===== src/rtl/fn_input_stage_pkg.sv =====
// Shared constants and per-operand float helpers for the f(x) input stage.
package fn_input_stage_pkg;

  localparam int FLT_W          = 32;
  localparam int CORDIC_W       = 22;
  localparam int CORDIC_FRAC    = 20;
  localparam int LATENCY_CYCLES = 5;

  // IEEE-754 single field layout
  localparam int SIGN_POS = 31;
  localparam int EXP_HI   = 30;
  localparam int EXP_LO   = 23;
  localparam int MAN_HI   = 22;
  localparam int MAN_W    = 23;
  localparam int EXP_BIAS = 127;

  // Q2.20 reference points
  localparam logic [21:0] Q_ONE = 22'h100000;
  localparam logic [21:0] Q_MAX = 22'h1FFFFF;
  localparam logic [21:0] Q_MIN = 22'h200000;

  localparam logic [31:0] F_POS_INF  = 32'h7F800000;
  localparam logic [31:0] F_QNAN     = 32'h7FC00000;
  localparam logic [31:0] F_POS_ZERO = 32'h00000000;

  // (x / 128) - 1.0 in Q2.20, floored, saturated. 'bias' is the exponent at
  // which the 24-bit significand lines up with the Q2.20 integer LSB.
  function automatic logic [21:0] angle_q(input logic [31:0] x, input int bias);
    logic               sgn;
    logic [7:0]         e;
    logic [23:0]        m;
    int                 sh;
    logic [4:0]         rs;
    logic [47:0]        wide;
    logic [25:0]        mag;
    logic               sticky;
    logic               sat;
    logic signed [27:0] v;
    logic signed [27:0] y;
    logic [21:0]        r;
    sgn    = x[SIGN_POS];
    e      = x[EXP_HI:EXP_LO];
    m      = {1'b1, x[MAN_HI:0]};
    sh     = int'(e) - bias;
    rs     = 5'd0;
    wide   = 48'd0;
    mag    = 26'd0;
    sticky = 1'b0;
    sat    = 1'b0;
    if (e == 8'd0) begin
      mag = 26'd0;                      // zero and subnormals read as 0.0
    end else if (sh >= 2) begin
      sat = 1'b1;                       // |x| far beyond the Q2.20 range
    end else if (sh == 1) begin
      mag = {1'b0, m, 1'b0};
    end else if (sh == 0) begin
      mag = {2'b00, m};
    end else begin
      // Shifts past 25 only lose bits into the sticky flag
      rs     = (sh < -25) ? 5'd25 : 5'(-sh);
      wide   = {m, 24'd0} >> rs;
      mag    = {2'b00, wide[47:24]};
      sticky = |wide[23:0];
    end
    // Floor toward -inf: a negative value with lost bits steps one LSB down
    if (sgn) begin
      v = -$signed({2'b00, mag + {25'd0, sticky}});
    end else begin
      v = $signed({2'b00, mag});
    end
    y = v - $signed({6'd0, Q_ONE});
    if (sat) begin
      r = sgn ? Q_MIN : Q_MAX;
    end else if (y > 28'sd2097151) begin
      r = Q_MAX;
    end else if (y < -28'sd2097152) begin
      r = Q_MIN;
    end else begin
      r = y[21:0];
    end
    return r;
  endfunction

  // x / 2 by exponent decrement; tiny values flush to signed zero
  function automatic logic [31:0] half_f(input logic [31:0] x);
    logic [7:0]  e;
    logic [31:0] r;
    e = x[EXP_HI:EXP_LO];
    if (e == 8'hFF) begin
      r = x;
    end else if (e > 8'd1) begin
      r = {x[SIGN_POS], e - 8'd1, x[MAN_HI:0]};
    end else begin
      r = {x[SIGN_POS], F_POS_ZERO[30:0]};
    end
    return r;
  endfunction

  // x * x with round-to-nearest-even; no subnormal results
  function automatic logic [31:0] square_f(input logic [31:0] x);
    logic [7:0]        e;
    logic [23:0]       m;
    logic [47:0]       p;
    logic [22:0]       frac;
    logic              guard;
    logic              sticky;
    logic              round_up;
    logic [23:0]       rnd;
    logic signed [9:0] be;
    logic [31:0]       r;
    e = x[EXP_HI:EXP_LO];
    m = {1'b1, x[MAN_HI:0]};
    p = {24'd0, m} * {24'd0, m};
    if (p[47]) begin
      frac   = p[46:24];
      guard  = p[23];
      sticky = |p[22:0];
      be     = 10'sd1;
    end else begin
      frac   = p[45:23];
      guard  = p[22];
      sticky = |p[21:0];
      be     = 10'sd0;
    end
    round_up = guard & (sticky | frac[0]);
    rnd      = {1'b0, frac} + {23'd0, round_up};
    be       = be + $signed({1'b0, e, 1'b0}) - 10'sd127 + $signed({9'd0, rnd[23]});
    if (e == 8'hFF) begin
      r = (x[MAN_HI:0] != 23'd0) ? F_QNAN : F_POS_INF;
    end else if (e == 8'd0) begin
      r = F_POS_ZERO;
    end else if (be >= 10'sd255) begin
      r = F_POS_INF;
    end else if (be <= 10'sd0) begin
      r = F_POS_ZERO;
    end else begin
      r = {1'b0, be[7:0], rnd[22:0]};
    end
    return r;
  endfunction

endpackage


===== src/rtl/fn_input_stage_latency_timer.sv =====
// Single-operation latency timer: accepts a start while idle, counts enabled
// cycles and issues one done pulse exactly LATENCY enabled edges later.
module fn_input_stage_latency_timer #(
  parameter int LATENCY = 5
) (
  input  logic clk,
  input  logic rst,
  input  logic clk_en,
  input  logic start,
  output logic working,
  output logic done,
  output logic accept,
  output logic fire
);

  localparam int CW = $clog2(LATENCY + 1);
  localparam logic [CW-1:0] CNT_LAST = CW'(LATENCY);

  // bit0 = busy, bit1 = done pulse, so the outputs come straight off flops
  localparam logic [1:0] ST_IDLE = 2'b00;
  localparam logic [1:0] ST_RUN  = 2'b01;
  localparam logic [1:0] ST_DONE = 2'b11;

  logic [1:0]    state_r;
  logic [CW-1:0] cnt_r;

  assign working = state_r[0];
  assign done    = state_r[1];
  assign accept  = clk_en & start & (state_r == ST_IDLE);
  assign fire    = clk_en & (state_r == ST_RUN) & (cnt_r == CNT_LAST);

  // Advance idle -> run -> done -> idle only on enabled cycles
  always_ff @(posedge clk or negedge rst) begin
    if (!rst) begin
      state_r <= ST_IDLE;
      cnt_r   <= CW'(0);
    end else if (clk_en) begin
      case (state_r)
        ST_IDLE: begin
          if (start) begin
            state_r <= ST_RUN;
            cnt_r   <= CW'(1);
          end
        end
        ST_RUN: begin
          if (cnt_r == CNT_LAST) begin
            state_r <= ST_DONE;
          end else begin
            cnt_r <= cnt_r + CW'(1);
          end
        end
        ST_DONE: begin
          state_r <= ST_IDLE;
          cnt_r   <= CW'(0);
        end
        default: begin
          state_r <= ST_IDLE;
          cnt_r   <= CW'(0);
        end
      endcase
    end
  end

endmodule


===== src/rtl/fn_input_stage.sv =====
// Input stage of the f(x) evaluator: latches an operand pair, and after a fixed
// latency publishes the CORDIC angle, x/2 and x^2 for each operand.
module fn_input_stage
  import fn_input_stage_pkg::*;
#(
  parameter int FLT_DATA_WIDTH    = FLT_W,
  parameter int CORDIC_DATA_WIDTH = CORDIC_W,
  parameter int CORDIC_FRAC_BITS  = CORDIC_FRAC,
  parameter int LATENCY           = LATENCY_CYCLES
) (
  input  logic                         clk,
  input  logic                         rst,
  input  logic                         clk_en,
  input  logic                         start,
  input  logic [FLT_DATA_WIDTH-1:0]    x_one,
  input  logic [FLT_DATA_WIDTH-1:0]    x_two,
  output logic                         done,
  output logic                         working,
  output logic [CORDIC_DATA_WIDTH-1:0] out_one,
  output logic [CORDIC_DATA_WIDTH-1:0] out_two,
  output logic [FLT_DATA_WIDTH-1:0]    half_out_one,
  output logic [FLT_DATA_WIDTH-1:0]    half_out_two,
  output logic [FLT_DATA_WIDTH-1:0]    square_out_one,
  output logic [FLT_DATA_WIDTH-1:0]    square_out_two
);

  // Exponent that maps the significand LSB onto the Q2.20 LSB after /128
  localparam int ANGLE_BIAS = EXP_BIAS + 7 + MAN_W - CORDIC_FRAC_BITS;

  logic                         accept_s;
  logic                         fire_s;
  logic [FLT_DATA_WIDTH-1:0]    x_one_r;
  logic [FLT_DATA_WIDTH-1:0]    x_two_r;
  logic [CORDIC_DATA_WIDTH-1:0] angle_one_s;
  logic [CORDIC_DATA_WIDTH-1:0] angle_two_s;
  logic [FLT_DATA_WIDTH-1:0]    half_one_s;
  logic [FLT_DATA_WIDTH-1:0]    half_two_s;
  logic [FLT_DATA_WIDTH-1:0]    square_one_s;
  logic [FLT_DATA_WIDTH-1:0]    square_two_s;

  fn_input_stage_latency_timer #(
    .LATENCY (LATENCY)
  ) u_timer (
    .clk     (clk),
    .rst     (rst),
    .clk_en  (clk_en),
    .start   (start),
    .working (working),
    .done    (done),
    .accept  (accept_s),
    .fire    (fire_s)
  );

  // Hold the accepted operand pair for the whole operation
  always_ff @(posedge clk or negedge rst) begin
    if (!rst) begin
      x_one_r <= {FLT_DATA_WIDTH{1'b0}};
      x_two_r <= {FLT_DATA_WIDTH{1'b0}};
    end else if (accept_s) begin
      x_one_r <= x_one;
      x_two_r <= x_two;
    end
  end

  // Both operand paths are identical and settle well within LATENCY cycles
  assign angle_one_s  = angle_q(x_one_r, ANGLE_BIAS);
  assign angle_two_s  = angle_q(x_two_r, ANGLE_BIAS);
  assign half_one_s   = half_f(x_one_r);
  assign half_two_s   = half_f(x_two_r);
  assign square_one_s = square_f(x_one_r);
  assign square_two_s = square_f(x_two_r);

  // Publish all six results together on the done edge; hold until the next one
  always_ff @(posedge clk or negedge rst) begin
    if (!rst) begin
      out_one        <= {CORDIC_DATA_WIDTH{1'b0}};
      out_two        <= {CORDIC_DATA_WIDTH{1'b0}};
      half_out_one   <= {FLT_DATA_WIDTH{1'b0}};
      half_out_two   <= {FLT_DATA_WIDTH{1'b0}};
      square_out_one <= {FLT_DATA_WIDTH{1'b0}};
      square_out_two <= {FLT_DATA_WIDTH{1'b0}};
    end else if (fire_s) begin
      out_one        <= angle_one_s;
      out_two        <= angle_two_s;
      half_out_one   <= half_one_s;
      half_out_two   <= half_two_s;
      square_out_one <= square_one_s;
      square_out_two <= square_two_s;
    end
  end

endmodule


===== config.mk =====
export PLATFORM = sky130hd
export DESIGN_NAME = fn_input_stage
export DESIGN_NICKNAME = d
export VERILOG_FILES = /design/src/rtl/fn_input_stage_pkg.sv /design/src/rtl/fn_input_stage_latency_timer.sv /design/src/rtl/fn_input_stage.sv
export SDC_FILE = /design/constraint.sdc
export NUM_CORES = 2
export LEC_CHECK = 0
export ABC_AREA = 1
export CAP_MARGIN = 15
export CORE_MARGIN = 2
export CORE_UTILIZATION = 45
export CTS_BUF_LIST = sky130_fd_sc_hd__clkbuf_8 sky130_fd_sc_hd__clkbuf_16
export DETAILED_ROUTE_END_ITERATION = 6
export GPL_TIMING_DRIVEN = 0
export SYNTH_ARGS = -nofsm -noshare
export SYNTH_HDL_FRONTEND = slang
export SYNTH_HIERARCHICAL = 1
export SYNTH_SLANG_ARGS = --single-unit

===== constraint.sdc =====
create_clock -name clk -period 18.6 [get_ports clk]
set_input_delay 3.72 -clock clk [delete_from_list [all_inputs] [get_ports clk]]
set_output_delay 3.72 -clock clk [all_outputs]
set_load 0.1 [all_outputs]

=== Word-level counts from Yosys, hierarchy flattened ===
Index checks and enable logic that the tools add are counted.

* Input port bits: 68
* Register bits after elaboration: 241
* Logic and storage cells: 141
* Output and inout bits: 174

* Reduce and logical (&&, ||, !) cells: 15
* Add/sub/neg operators: 21
* Magnitude comparators: 14
* Shifts and indexed selects: 2
* Multiply operators: 2
* Multiplexer cells: 60
* Eq/ne operators: 9
* Bitwise gates (word level): 8

{| class="wikitable"
|+ Operator list
! operator !! count
|-
| $mux 31 || 12
|-
| $mux 22 || 8
|-
| $mux 25 || 6
|-
| $mul 24x24->48 || 2
|-
| $shr 48x5->48 || 2
|-
| $mux 23 || 4
|-
| $logic_not 32->1 || 2
|-
| $gt 28x22->1 const B || 2
|-
| $lt 28x22->1 const B || 2
|-
| $mux 28 || 2
|-
| $neg 26->28 || 2
|-
| $sub 28x22->28 const B || 2
|-
| $add 26x1->26 || 2
|-
| $add 23x1->24 || 2
|-
| $mux 24 || 2
|-
| $reduce_or 24->1 || 2
|-
| $reduce_bool 23->1 || 2
|-
| $reduce_or 23->1 || 2
|-
| $reduce_or 22->1 || 2
|-
| $add 10x10->10 || 2
|-
| $add 10x2->10 || 2
|-
| $ge 10x9->1 const B || 2
|-
| $le 10x1->1 const B || 2
|-
| $sub 10x8->10 const B || 2
|-
| 23 further kinds || 61
|}

=== Depth between registers and ports, before layout ===
* Depth in word-level cells: 17
* Gate-level depth with buffers: 68
* Depth with buffers taken out: 66

=== By module ===
Netlist, hierarchy kept.

{| class="wikitable"
|+ By module, submodules not included
! module !! instances !! cells each !! area an instance (um^2) !! seq. area each (um^2)
|-
| fn_input_stage || 1 || 7219 || 53354.9 || 5855.6
|-
| fn_input_stage_latency_timer || 1 || 49 || 339.1 || 125.1
|}

=== Worst setup path after synthesis ===
Ideal clock, no wire load.

* Path kind: reg2reg
* From: register x_one_r[14]
* To: register square_out_one[20]
* Data required time: 18477 ps
* Cell stages (with the launch flop): 63
* Slack: 7788 ps
* Buffers on the path: 3
* Library setup time: 123 ps
* Arrival time: 10689 ps
* Cells stage by stage: dfrtp_1 -> clkbuf_1 -> clkbuf_1 -> nand2_1 -> fa_1 -> inv_1 -> fa_1 -> inv_1 -> fa_1 -> inv_1 -> fa_1 -> inv_1 -> fa_1 -> inv_1 -> fa_1 -> inv_1 -> fa_1 -> inv_1 -> (+27 left out) -> nand3_1 -> ha_1 -> inv_1 -> ha_1 -> nand2_1 -> nor2_1 -> nand3_1 -> nand2_1 -> xor2_1 -> inv_1 -> nand2_1 -> or4_1 -> nand2_1 -> inv_1 -> nand4_1 -> clkinv_1 -> clkbuf_1 -> a32o_1

* Cells in the longest elaborated chain, start to end: 12

{| class="wikitable"
|+ RTL lines
! element !! RTL line !! source
|-
| start: declaration || fn_input_stage.sv:32 || <nowiki>logic [FLT_DATA_WIDTH-1:0] x_one_r;</nowiki>
|-
| start signal: assignment || fn_input_stage.sv:57 || <nowiki>x_one_r <= {FLT_DATA_WIDTH{1'b0}};</nowiki>
|-
| start signal: assignment || fn_input_stage.sv:60 || <nowiki>x_one_r <= x_one;</nowiki>
|-
| $mul 24x24->48 * || fn_input_stage_pkg.sv:113 || <nowiki>p = {24'd0, m} * {24'd0, m};</nowiki>
|-
| $reduce_or 23->1 / $reduce_or 22->1 (equally long branches) || fn_input_stage_pkg.sv:117, fn_input_stage_pkg.sv:122 ||
|-
| $mux 1 || fn_input_stage_pkg.sv:114 || <nowiki>if (p[47]) begin</nowiki>
|-
| $or 1x1->1 || fn_input_stage_pkg.sv:125 || <nowiki>round_up = guard & (sticky | frac[0]);</nowiki>
|-
| $and 1x1->1 || fn_input_stage_pkg.sv:125 ||
|-
| $add 23x1->24 || fn_input_stage_pkg.sv:126 || <nowiki>rnd = {1'b0, frac} + {23'd0, round_up};</nowiki>
|-
| $add 10x2->10 || fn_input_stage_pkg.sv:127 || <nowiki>be = be + $signed({1'b0, e, 1'b0}) - 10'sd127 + $signed({9'd0, rnd[23]});</nowiki>
|-
| $le 10x1->1 || fn_input_stage_pkg.sv:134 || <nowiki>end else if (be <= 10'sd0) begin</nowiki>
|-
| $mux 31 || fn_input_stage_pkg.sv:134 ||
|-
| $mux 31 * || fn_input_stage_pkg.sv:132 || <nowiki>end else if (be >= 10'sd255) begin</nowiki>
|-
| $mux 31 * || fn_input_stage_pkg.sv:130 || <nowiki>end else if (e == 8'd0) begin</nowiki>
|-
| $mux 31 * || fn_input_stage_pkg.sv:128 || <nowiki>if (e == 8'hFF) begin</nowiki>
|-
| end signal: assignment || fn_input_stage.sv:80 || <nowiki>square_out_one <= {FLT_DATA_WIDTH{1'b0}};</nowiki>
|-
| end signal: assignment || fn_input_stage.sv:87 || <nowiki>square_out_one <= square_one_s;</nowiki>
|-
| end: declaration || fn_input_stage.sv:23 || <nowiki>output logic [FLT_DATA_WIDTH-1:0] square_out_one,</nowiki>
|}

Every way passes the cells marked *; elsewhere a longest branch is shown, timed or not.
A chain may end at the register's enable or synchronous reset.

=== Final worst setup path ===
* From: register x_two_r[14]
* To: register square_out_two[3]

* Cells in the longest elaborated chain, start to end: 12

{| class="wikitable"
|+ RTL lines
! element !! RTL line !! source
|-
| start: declaration || fn_input_stage.sv:33 || <nowiki>logic [FLT_DATA_WIDTH-1:0] x_two_r;</nowiki>
|-
| start signal: assignment || fn_input_stage.sv:58 || <nowiki>x_two_r <= {FLT_DATA_WIDTH{1'b0}};</nowiki>
|-
| start signal: assignment || fn_input_stage.sv:61 || <nowiki>x_two_r <= x_two;</nowiki>
|-
| $mul 24x24->48 * || fn_input_stage_pkg.sv:113 ||
|-
| $reduce_or 23->1 / $reduce_or 22->1 (equally long branches) || fn_input_stage_pkg.sv:117, fn_input_stage_pkg.sv:122 ||
|-
| $mux 1 || fn_input_stage_pkg.sv:114 ||
|-
| $or 1x1->1 || fn_input_stage_pkg.sv:125 ||
|-
| $and 1x1->1 || fn_input_stage_pkg.sv:125 ||
|-
| $add 23x1->24 || fn_input_stage_pkg.sv:126 ||
|-
| $add 10x2->10 || fn_input_stage_pkg.sv:127 ||
|-
| $le 10x1->1 || fn_input_stage_pkg.sv:134 ||
|-
| $mux 31 || fn_input_stage_pkg.sv:134 ||
|-
| $mux 31 * || fn_input_stage_pkg.sv:132 ||
|-
| $mux 31 * || fn_input_stage_pkg.sv:130 ||
|-
| $mux 31 * || fn_input_stage_pkg.sv:128 ||
|-
| end signal: assignment || fn_input_stage.sv:81 || <nowiki>square_out_two <= {FLT_DATA_WIDTH{1'b0}};</nowiki>
|-
| end signal: assignment || fn_input_stage.sv:88 || <nowiki>square_out_two <= square_two_s;</nowiki>
|-
| end: declaration || fn_input_stage.sv:24 || <nowiki>output logic [FLT_DATA_WIDTH-1:0] square_out_two</nowiki>
|}

Marks and branches as above.

==> impl_results.md <==
* Setup violations, final at 0
* Failing checks: DRC
* DRC at 2
* Clk root buf: clkbuf_16
* Cell count after synthesis at ~7,300
* Commonest cells post-synth: inv_1, nand2_1, fa_1
* GRT busiest layer: met2
* FP Rows at between 100 and 150
* IO buf count at approximately 240
* Worst min-delay path class: reg2reg
* Grt total ovfl at 0
* Status: finished, violations left
* Layout cells sized above 1 at 0.0511
* Ys Warns at 6
* Post-synth EDFFs at 0
* Vias per std cell at about 5.3
* Synthesis-stage register bit count at approximately 240
* Area fraction of the dominant cell type after synthesis at 0.318
* Core area at approximately 120,000 um2
* Initial antenna violation count at 3
* Antenna viol nets, final at 0
* CP Data Arrival Time at 15.54 ns
* CTS tree: yes
* Chip height at around 350 um
* Maxcap violations at 0
* Crit share post-route at 0.811
* Hold Violations, Final at 0
* Average size of a mapped cell at about 7.4 um2
* Max Fclk at 0.0663 GHz
* Final min period at 15.09 ns
* Area contributors post-synth: fa_1, inv_1, nand2_1
* Max-slew violation count at 0
* Vias in the first global route at 49,200
* CP Capture Type: flip-flop
* Post-CTS setup buffer count at 0
* First-pass GRT wire length at 292,000 um
* CTS Buffer Depth at 3
* Vias at 48,100
* Mapped Area at between 50,000 and 60,000 um2
* Slowest CP cell: clkbuf_1
* Cell mode on critical path: inv_1
* Cts repair resizes at 0
* Final net count at 8,870
* Count of cell types in the netlist at 69
* Clk sinks at around 240
* Post-DP HPWL at about 160,000 um
* GPL Wtd Cong at approximately 1.0
* Met1 usage at 0.407
* Register area share after synthesis at 0.111
* Most frequent cell after synthesis: inv_1
* Die area at approximately 120,000 um2
* CTS Hold Bufs at 0
* Die W at 349 um
* CTS clock-pin slew for the worst setup and hold paths at ~0.060 ns
* Routed wire length at between 150,000 and 200,000 um
* Setup TNS at 0 ns
* Area growth syn-to-layout at 10.5%
* Crit path max fanout at 10
* Worst setup SP type: flip-flop
* Area leader, netlist: fa_1
* Initial DRC Count at about 3,900
* Clk_lat worst skew at 0.63 ns
* 1st-pass router iterations at 7
* Ports at ~240
* Largest net degree at the start of global routing at roughly 110
* Fraction of registers with async set or reset after synthesis at 1.00
* GR Util met2 at 0.522
* # fillers at ~12,000
* Max-Slew Margin vs Limit at 0.168
* # diodes at 0
* Synth Flop Type: dfrtp_1
* Req. time, crit path at between 15 and 20 ns
* CP peak stage delay at roughly 0.76 ns
* Worst slew pin tran at between 1 and 1.5 ns
* Initial Util at 0.454
* Crit path kind: reg2reg
* Total CTS buffers at 35
* H-tree lvl count at 2
* RSZ-0062 raised after global routing: false
* Routed WL per cell at between 20 and 25 um
* Worst Clk Skew at 0.0799 ns
* GR Util All Layers at 0.317
* Global-route track usage on met3 at 0.0479
[placed cells by master, fill, tap and decap left out, types with 27 or more instances in the layout]
master	count
inv_1	1785
nand2_1	1638
fa_1	854
nand3_1	524
ha_1	393
nor2_1	389
o21ai_0	313
dfrtp_1	239
clkdlybuf4s50_1	238
clkbuf_1	197
a21oi_1	188
xor2_1	79
nand4_1	75
xnor2_1	57
nor2_2	54
nand2_2	48
inv_2	41
or2_2	38
buf_2	37
clkbuf_16	35
nand3_2	27
a31oi_1	27
[per-layer routing]
metal,part of all wire,wire length (um),vias up
met2,0.47,88700,1691
met5,0.00014,27,-
li1,-,-,22400
met3,0.069,13000,409
met1,0.41,77200,23600
met4,0.059,11200,4
[final cells by class]
cell class | count | area, um2 | area share
clock buffers | 42 | 972 | 0.0164
repair buffers | 249 | 2600 | 0.0438
flip-flops and latches | 239 | 5980 | 0.101
well taps | 1536 | 1920 | 0.0324
inverters | 1833 | 6890 | 0.116
clock inverters | 16 | 135 | 0.00228
plain buffers | 275 | 1240 | 0.0209
multi-input cells | 4922 | 39600 | 0.667
[kinds of logic after synthesis]
kind of cell,count (synthesis),synth area share
other,1,0.0000698
AOI/OAI and AO/OA,647,0.0685
muxes,2,0.000396
xor gates and xnor gates,139,0.0231
DFF,239,0.111
buffers and inverters,2108,0.151
adders and majority gates,1247,0.410
and+or+nand+nor,2885,0.235
[critical path, delay by kind of cell, from the launching register on]
family          cells  cell delay [ns]
buf+inv            17             3.07
compound gates      8             2.94
simple gates       22             3.94
flops               1             0.60
fa+ha+maj          10             4.33
[stage by stage]
step                instance area [um2]   util  hold WS [ns]  setup slack (ns)  cells
finish                            59300  0.502         0.482              3.51   9112
global route                      59300  0.502         0.501              2.62   9112
CTS                               59300  0.502         0.481              3.73   9112
detailed placement                58200  0.492         0.464              3.80   9054
global placement                  58000  0.491         0.457              2.32   9044
floorplan                         53700      -         0.467              7.79   7269
[flip-flops by register name (all words and copies together) (netlist names)]
| register | flops |
|---|---|
| x_one_r | 32 |
| half_out_two | 32 |
| u_timer/state_r | 2 |
| out_one | 22 |
| square_out_one | 31 |
| square_out_two | 31 |
| out_two | 22 |
| u_timer/cnt_r | 3 |
| x_two_r | 32 |
| half_out_one | 32 |
[path summary, 6_finish.rpt]
kind	start	end	slack (ns)	depth (start not counted)
setup / recovery	x_two_r[14]	square_out_two[3]	3.51	57
hold / removal	square_out_one[23]	square_out_one[23]	0.48	2
setup reg to reg	x_two_r[14]	square_out_two[3]	3.51	57
hold reg to reg	square_out_one[23]	square_out_one[23]	0.48	2
max in group asynchronous	rst	square_out_two[25]	14.11	3
min in group asynchronous	rst	out_one[8]	3.14	1
Power is left out: the tool's default activity adds up to more than one toggle a clock period on the data nets, which glitch-free logic cannot reach.
